==> src/rtl/serial_adder_nb.sv <==
// Bit-serial add/sub/accumulate engine: one full-adder cell reused over WIDTH cycles.
// Latency: start -> busy for WIDTH cycles -> done pulse in cycle WIDTH+1 (CLR: done in cycle 1).
// Backpressure: none; start is ignored while busy, accepted in IDLE or in the DONE cycle.
//
// Ports:
//   clk, rst_n         : clock, synchronous active-low reset
//   start, mode, a, b  : request; mode 00 ADD, 01 SUB, 10 ACC (sum+a), 11 CLR
//   busy, done         : busy during serial run, done one-cycle pulse when result lands
//   sum, cout, ovf     : registered result, carry out of MSB (SUB: 1 = no borrow), signed overflow
module serial_adder_nb #(
  parameter  int WIDTH = 4,
  localparam int CW    = $clog2(WIDTH) + 1
) (
  input  logic             clk,
  input  logic             rst_n,
  input  logic             start,
  input  logic [1:0]       mode,
  input  logic [WIDTH-1:0] a,
  input  logic [WIDTH-1:0] b,
  output logic             busy,
  output logic             done,
  output logic [WIDTH-1:0] sum,
  output logic             cout,
  output logic             ovf
);

  localparam logic [1:0] MODE_ADD = 2'b00;
  localparam logic [1:0] MODE_SUB = 2'b01;
  localparam logic [1:0] MODE_ACC = 2'b10;
  localparam logic [1:0] MODE_CLR = 2'b11;

  typedef enum logic [1:0] {
    S_IDLE = 2'b00,
    S_RUN  = 2'b01,
    S_DONE = 2'b10
  } state_t;

  state_t           state_q, state_d;
  logic [WIDTH-1:0] opa_q, opa_d;
  logic [WIDTH-1:0] opb_q, opb_d;
  logic [WIDTH-1:0] res_q, res_d;
  logic             c_q, c_d;
  logic [CW-1:0]    cnt_q, cnt_d;
  logic [WIDTH-1:0] sum_q, sum_d;
  logic             cout_q, cout_d;
  logic             ovf_q, ovf_d;

  logic             fa_bit;
  logic             fa_carry;
  logic             last_bit;
  logic [WIDTH-1:0] res_shift;

  // The single full-adder cell working on the LSBs of the operand shifters.
  assign fa_bit    = opa_q[0] ^ opb_q[0] ^ c_q;
  assign fa_carry  = (opa_q[0] & opb_q[0]) | (opa_q[0] & c_q) | (opb_q[0] & c_q);
  assign last_bit  = (cnt_q == CW'(WIDTH - 1));
  assign res_shift = {fa_bit, res_q[WIDTH-1:1]};

  // State and datapath registers.
  always_ff @(posedge clk) begin
    if (!rst_n) begin
      state_q <= S_IDLE;
      opa_q   <= '0;
      opb_q   <= '0;
      res_q   <= '0;
      c_q     <= 1'b0;
      cnt_q   <= '0;
      sum_q   <= '0;
      cout_q  <= 1'b0;
      ovf_q   <= 1'b0;
    end else begin
      state_q <= state_d;
      opa_q   <= opa_d;
      opb_q   <= opb_d;
      res_q   <= res_d;
      c_q     <= c_d;
      cnt_q   <= cnt_d;
      sum_q   <= sum_d;
      cout_q  <= cout_d;
      ovf_q   <= ovf_d;
    end
  end

  // Next-state logic.
  always_comb begin
    state_d = state_q;
    unique case (state_q)
      S_IDLE, S_DONE: begin
        if (start) state_d = (mode == MODE_CLR) ? S_DONE : S_RUN;
        else       state_d = S_IDLE;
      end
      S_RUN:   if (last_bit) state_d = S_DONE;
      default: state_d = S_IDLE;
    endcase
  end

  // Datapath next values.
  always_comb begin
    opa_d  = opa_q;
    opb_d  = opb_q;
    res_d  = res_q;
    c_d    = c_q;
    cnt_d  = cnt_q;
    sum_d  = sum_q;
    cout_d = cout_q;
    ovf_d  = ovf_q;
    unique case (state_q)
      S_IDLE, S_DONE: begin
        if (start) begin
          opa_d = a;
          res_d = '0;
          cnt_d = '0;
          c_d   = 1'b0;
          unique case (mode)
            MODE_ADD: opb_d = b;
            // Two's complement subtract: invert b and inject the +1 as carry-in.
            MODE_SUB: begin
              opb_d = ~b;
              c_d   = 1'b1;
            end
            // Accumulate against the result visible at the moment start is taken.
            MODE_ACC: opb_d = sum_q;
            MODE_CLR: begin
              opb_d  = '0;
              sum_d  = '0;
              cout_d = 1'b0;
              ovf_d  = 1'b0;
            end
            default: opb_d = b;
          endcase
        end
      end
      S_RUN: begin
        opa_d = opa_q >> 1;
        opb_d = opb_q >> 1;
        res_d = res_shift;
        c_d   = fa_carry;
        cnt_d = cnt_q + CW'(1);
        if (last_bit) begin
          // On the MSB cycle c_q is the carry into the MSB; publish the result
          // together with the flags so sum never shows a partial value.
          sum_d  = res_shift;
          cout_d = fa_carry;
          ovf_d  = c_q ^ fa_carry;
        end
      end
      default: ;
    endcase
  end

  // Outputs decoded from the registered state.
  always_comb begin
    busy = (state_q == S_RUN);
    done = (state_q == S_DONE);
    sum  = sum_q;
    cout = cout_q;
    ovf  = ovf_q;
  end

endmodule

==> config.mk <==
export PLATFORM = sky130hd
export DESIGN_NAME = serial_adder_nb
export DESIGN_NICKNAME = d
export VERILOG_FILES = /design/src/rtl/serial_adder_nb.sv
export SDC_FILE = /design/constraint.sdc
export NUM_CORES = 1
export LEC_CHECK = 0
export CAP_MARGIN = 20
export CORE_ASPECT_RATIO = 1.25
export CORE_MARGIN = 2
export CORE_UTILIZATION = 40
export DETAILED_ROUTE_END_ITERATION = 16
export PLACE_DENSITY = 0.66
export SKIP_LAST_GASP = 1
export SLEW_MARGIN = 30
export SYNTH_ARGS = -nofsm -noshare
export SYNTH_HDL_FRONTEND = slang
export SYNTH_SLANG_ARGS = --single-unit
export TNS_END_PERCENT = 1
==> constraint.sdc <==
create_clock -name clk -period 4.28 [get_ports clk]
set_clock_uncertainty 0.15 [all_clocks]
set_input_delay 0.428 -clock clk [delete_from_list [all_inputs] [get_ports clk]]
set_output_delay 0.428 -clock clk [all_outputs]
set_load 0.1 [all_outputs]
Yosys cells after proc, flatten, opt, wreduce, memory -nomap -nowiden
Index checks and enable logic that the tools add are counted.

storage, ports and cells
  output and inout port bits = 8
  flip-flop bits (word level) = 24
  logic and storage cells = 60
  input port bits = 13

cells by class
  multiplexer cells = 26
  bitwise operators = 9
  equality and inequality tests = 9
  reductions and logical operators = 6
  add/sub/neg operators = 1

operators by type and width
  cell                   number
  $pmux W4 S2            4
  $mux W4                6
  $pmux W4 S4            1
  $eq A2 B2 Y1 const B   3
  $mux W1                6
  $mux W2                3
  $pmux W1 S2            3
  $pmux W3 S2            1
  $eq A2 B1 Y1 const B   2
  $logic_not A2 Y1       2
  $ne A2 B2 Y1 const B   2
  $not A4 Y4             1
  $pmux W2 S2            1
  $reduce_and A4 Y1      1
  $add A3 B1 Y3 const B  1
  $and A1 B1 Y1          3
  $eq A3 B2 Y1 const B   1
  $mux W3                1
  $xor A1 B1 Y1          3
  $ne A2 B1 Y1 const B   1
  $or A1 B1 Y1           2
  $reduce_and A2 Y1      1
  $reduce_bool A2 Y1     1
  $reduce_or A2 Y1       1

Longest topological paths before layout
  depth after elaboration = 6
  mapped depth = 6
  mapped depth without buffers = 5

Worst setup path before layout
OpenSTA, ideal clock, no wires.

  path kind = reg-to-output
  start point = reg state_q[0]
  end point = out done
  buffers on the path = 1
  arrival = 1.757 ns
  path slack = 1.945 ns
  cell stages (with the launch flop) = 3
  data required time = 3.702 ns
  cells stage by stage = dfxtp_1 buf_6 nor2b_1

between the ends
  longest elaborated chain between the ends = 1

ends and longest elaborated chain
  item                      RTL line  text
  start: declaration        38        state_t state_q, state_d;
  start signal: assignment  72        state_q <= state_d;
  $eq A2 B2 Y1              154       done = (state_q == S_DONE);
  end: declaration          21        output logic done,

Every way passes these cells.

Worst setup path in the final report
  start point = reg state_q[0]
  end point = out busy

between the ends
  longest elaborated chain between the ends = 1

ends and longest elaborated chain
  item              RTL line  text
  $eq A2 B1 Y1      153       busy = (state_q == S_RUN);
  end: declaration  20        output logic busy,

Every way passes these cells.

==> flow_metrics.py <==
metrics = {
    "outcome": {
        "outcome": "finished, final reports clean",
    },
    "place": {
        "routabilityCongestion": 0.8163,
        "place_inst": 171,
        "hpwl_um": 1673,
        "io_buffers": 20,
    },
    "cells_and_area": {
        "final_core_util_pct": 49.65,
        "antenna_cells": 0,
        "drive_gt1_share_pct": 7.801,
        "area_growth_pct": 15.98,
        "final_cells": 175,
        "fin_nets": 158,
        "n_fill_cell": 268,
    },
    "worst_setup_path": {
        "r2r_setup_slack_ns": 2.77,
        "r2r_cells": 4,
        "cp-start-kind": "flip-flop",
        "path_class": "reg2out",
        "arrival_ns": 2.41,
        "r2r-end": "ovf$_SDFFE_PN0P_",
        "crit_path_max_fanout": 16,
        "required_ns": 3.70,
        "endpoint_kind": "output pin",
        "reg2reg_from": "opa_q[0]$_SDFFE_PN0P_",
    },
    "sta": {
        "timing.hold.ws_ns": 0.3168,
        "fmax_mhz": 335.1,
        "relSlewSlack_pct": 34.77,
        "finalSetupTns_ns": 0,
        "min_period_ns": 2.984,
        "slew_violations": 0,
        "rsz0062_at_grt": "false",
        "setup_viol": 0,
        "finalCritPeriodShare_pct": 69.72,
        "worstMarginPinSlew_ns": 0.9754,
        "hold_viol_final": 0,
    },
    "global_route": {
        "grt_pass1_wl_um": 3884,
        "gr-total-overflow": 0,
        "grt_max_degree": 23,
        "antenna_found_initial": 0,
        "grt_use_total_pct": 15.08,
        "grt_pass1_vias": 862,
    },
    "synthesis": {
        "seq_area_frac_synth_pct": 39.74,
        "yosys.area.top_type": "dfxtp_1",
        "syn_avg_cell_area_um2": 9.123,
        "syn_inst": 127,
        "ys_top_cells_by_count": "23 x dfxtp_1, 16 x a21oi_1, 15 x nand2_1",
        "ys_seq_elements": 23,
        "synth_edf_count": 0,
        "synth.most_common_cell": "dfxtp_1",
        "synth_area_um2": 1159,
        "ys_async_sr_fraction_pct": 0,
        "synth_top_area_share_pct": 39.74,
        "syn_nets": 143,
        "synth_area_leaders": "dfxtp_1 40%, a21oi_1 6.9%, nand3_1 5.6%, nand2_1 4.9%, mux2i_1 3.5%",
        "yosysWarnings": 0,
        "synth_cell_types": 36,
        "ys.flop_type": "dfxtp_1",
    },
    "clock_tree": {
        "cts_hold_buf": 0,
        "clk_pin_slew_ns": 0.12,
        "ctsResizeCount": 0,
        "cts_buffers": 3,
        "numClockSinks": 23,
        "root_buffer": "clkbuf_4",
        "htree_levels": 1,
        "clock_latency_ns": 0.30,
        "post_cts_buffers": 0,
        "cts_tree": "done",
        "cts.path.max_buffers": 2,
    },
    "floorplanning": {
        "num_rows": 21,
        "die_area_um2": 3346,
        "ios": 21,
        "initial_utilization_pct": 42.81,
        "die_height_um": 64.17,
        "core-area_um2": 2706,
        "die_w_um": 52.14,
    },
    "hold_path": {
        "hold_depth": 2,
        "hold_path_class": "reg2reg",
        "min_from": "ovf$_SDFFE_PN0P_",
        "min_to": "ovf$_SDFFE_PN0P_",
    },
    "pwr": {
        "power_density_nw_per_um2": 302.1,
        "ir_worst_vdd_mv": 0.1735,
        "p_leak_nw": 0.4793,
        "total_power_w": 0.0004059,
    },
    "drt": {
        "antenna_left": 0,
        "vias": 958,
        "vias_per_cell": 5.474,
        "drt-total-wl_um": 2380,
        "drc": 0,
        "drtPass1Iterations": 4,
        "wl_per_cell_um": 13.60,
        "drt-initial-drc-count": 22,
    },
    "run": {
        "cap_violations": 0,
    },
}
-- cell type report --
type                       instances  area [um^2]  share of cell area (%)
tap                               34        42.54                   3.166
multi-input combinational         90        594.3                   44.23
timing repair buffer              20        200.2                   14.90
sequential                        23        460.4                   34.26
inverter                           4        20.02                   1.490
clock buffer                       4        26.28                   1.955
-- stage by stage --
step	setup WS [ns]	cell area (um^2)
finish	1.296	1344
global placement	1.684	1318
global route	1.200	1344
detailed placement	1.647	1318
floorplan	1.945	1159
CTS	1.286	1344
-- cells by family after synthesis --
kind of cell	count (synthesis)	synth area share [%]
xor+xnor	3	2.268
mux	4	3.456
buf+inv	14	8.963
fa+ha+maj	3	3.887
flops	23	39.74
compound gates	29	17.28
simple gates	51	24.41
-- flip-flops by register name (all words and copies together) (netlist names) --
| signal | flops |
|---|---|
| c_q | 1 |
| cnt_q | 3 |
| cout | 1 |
| opa_q | 4 |
| opb_q | 4 |
| ovf | 1 |
| res_q | 3 |
| state_q | 2 |
| sum | 4 |
-- worst max-delay path: stages, from the launching register on --
cell	delay, ns
dfxtp_1	0.55
nand2b_4	0.21
inv_6	0.19
clkdlybuf4s50_1	1.15
-- routing by layer --
| metal | share of wire, % | up-vias | routed length (um) | global-route usage [%] |
|---|---|---|---|---|
| met1 | 44 | 449 | 1057 | 18.72 |
| li1 | - | 485 | - | - |
| met5 | 0 | - | 0 | 0 |
| met2 | 51 | 22 | 1223 | 25.79 |
| met3 | 3.4 | 2 | 82 | 2.103 |
| met4 | 0.76 | 0 | 18 | 5.769 |
-- how the worst max path moves through the flow --
stage	from	cells past startpoint	end
floorplan	state_q[0]$_SDFFE_PN0P_	2	done
global placement	state_q[0]$_SDFFE_PN0P_	3	busy
detailed placement	state_q[0]$_SDFFE_PN0P_	3	busy
CTS	state_q[0]$_SDFFE_PN0P_	3	busy
global route	state_q[0]$_SDFFE_PN0P_	3	busy
finish	state_q[0]$_SDFFE_PN0P_	3	busy
-- report_power, final --
group	switching (W)	internal (W)
Clock	0.0000609	0.0000363
Sequential	0.00000927	0.000224
Combinational	0.0000442	0.0000314
-- cells in the final DEF, fill, tap and decap left out, types with 2 or more instances in the layout --
master / Yosys / routed
a21oi_1: 16 / 16
a21oi_2: 2 / 2
a221oi_1: 2 / 2
a311oi_1: 2 / 2
clkbuf_4: 0 / 3
clkdlybuf4s50_1: 0 / 20
dfxtp_1: 23 / 23
ha_1: 2 / 2
inv_1: 3 / 3
mux2i_1: 4 / 4
nand2_1: 15 / 15
nand2b_1: 3 / 3
nand2b_4: 2 / 2
nand3_1: 13 / 13
nand4_1: 2 / 2
nand4b_1: 2 / 2
nor2_1: 4 / 4
nor2b_1: 2 / 2
nor3_1: 3 / 3
o31ai_1: 2 / 2
xor2_1: 3 / 3
Note: power is estimated with default switching activity, not from simulation.
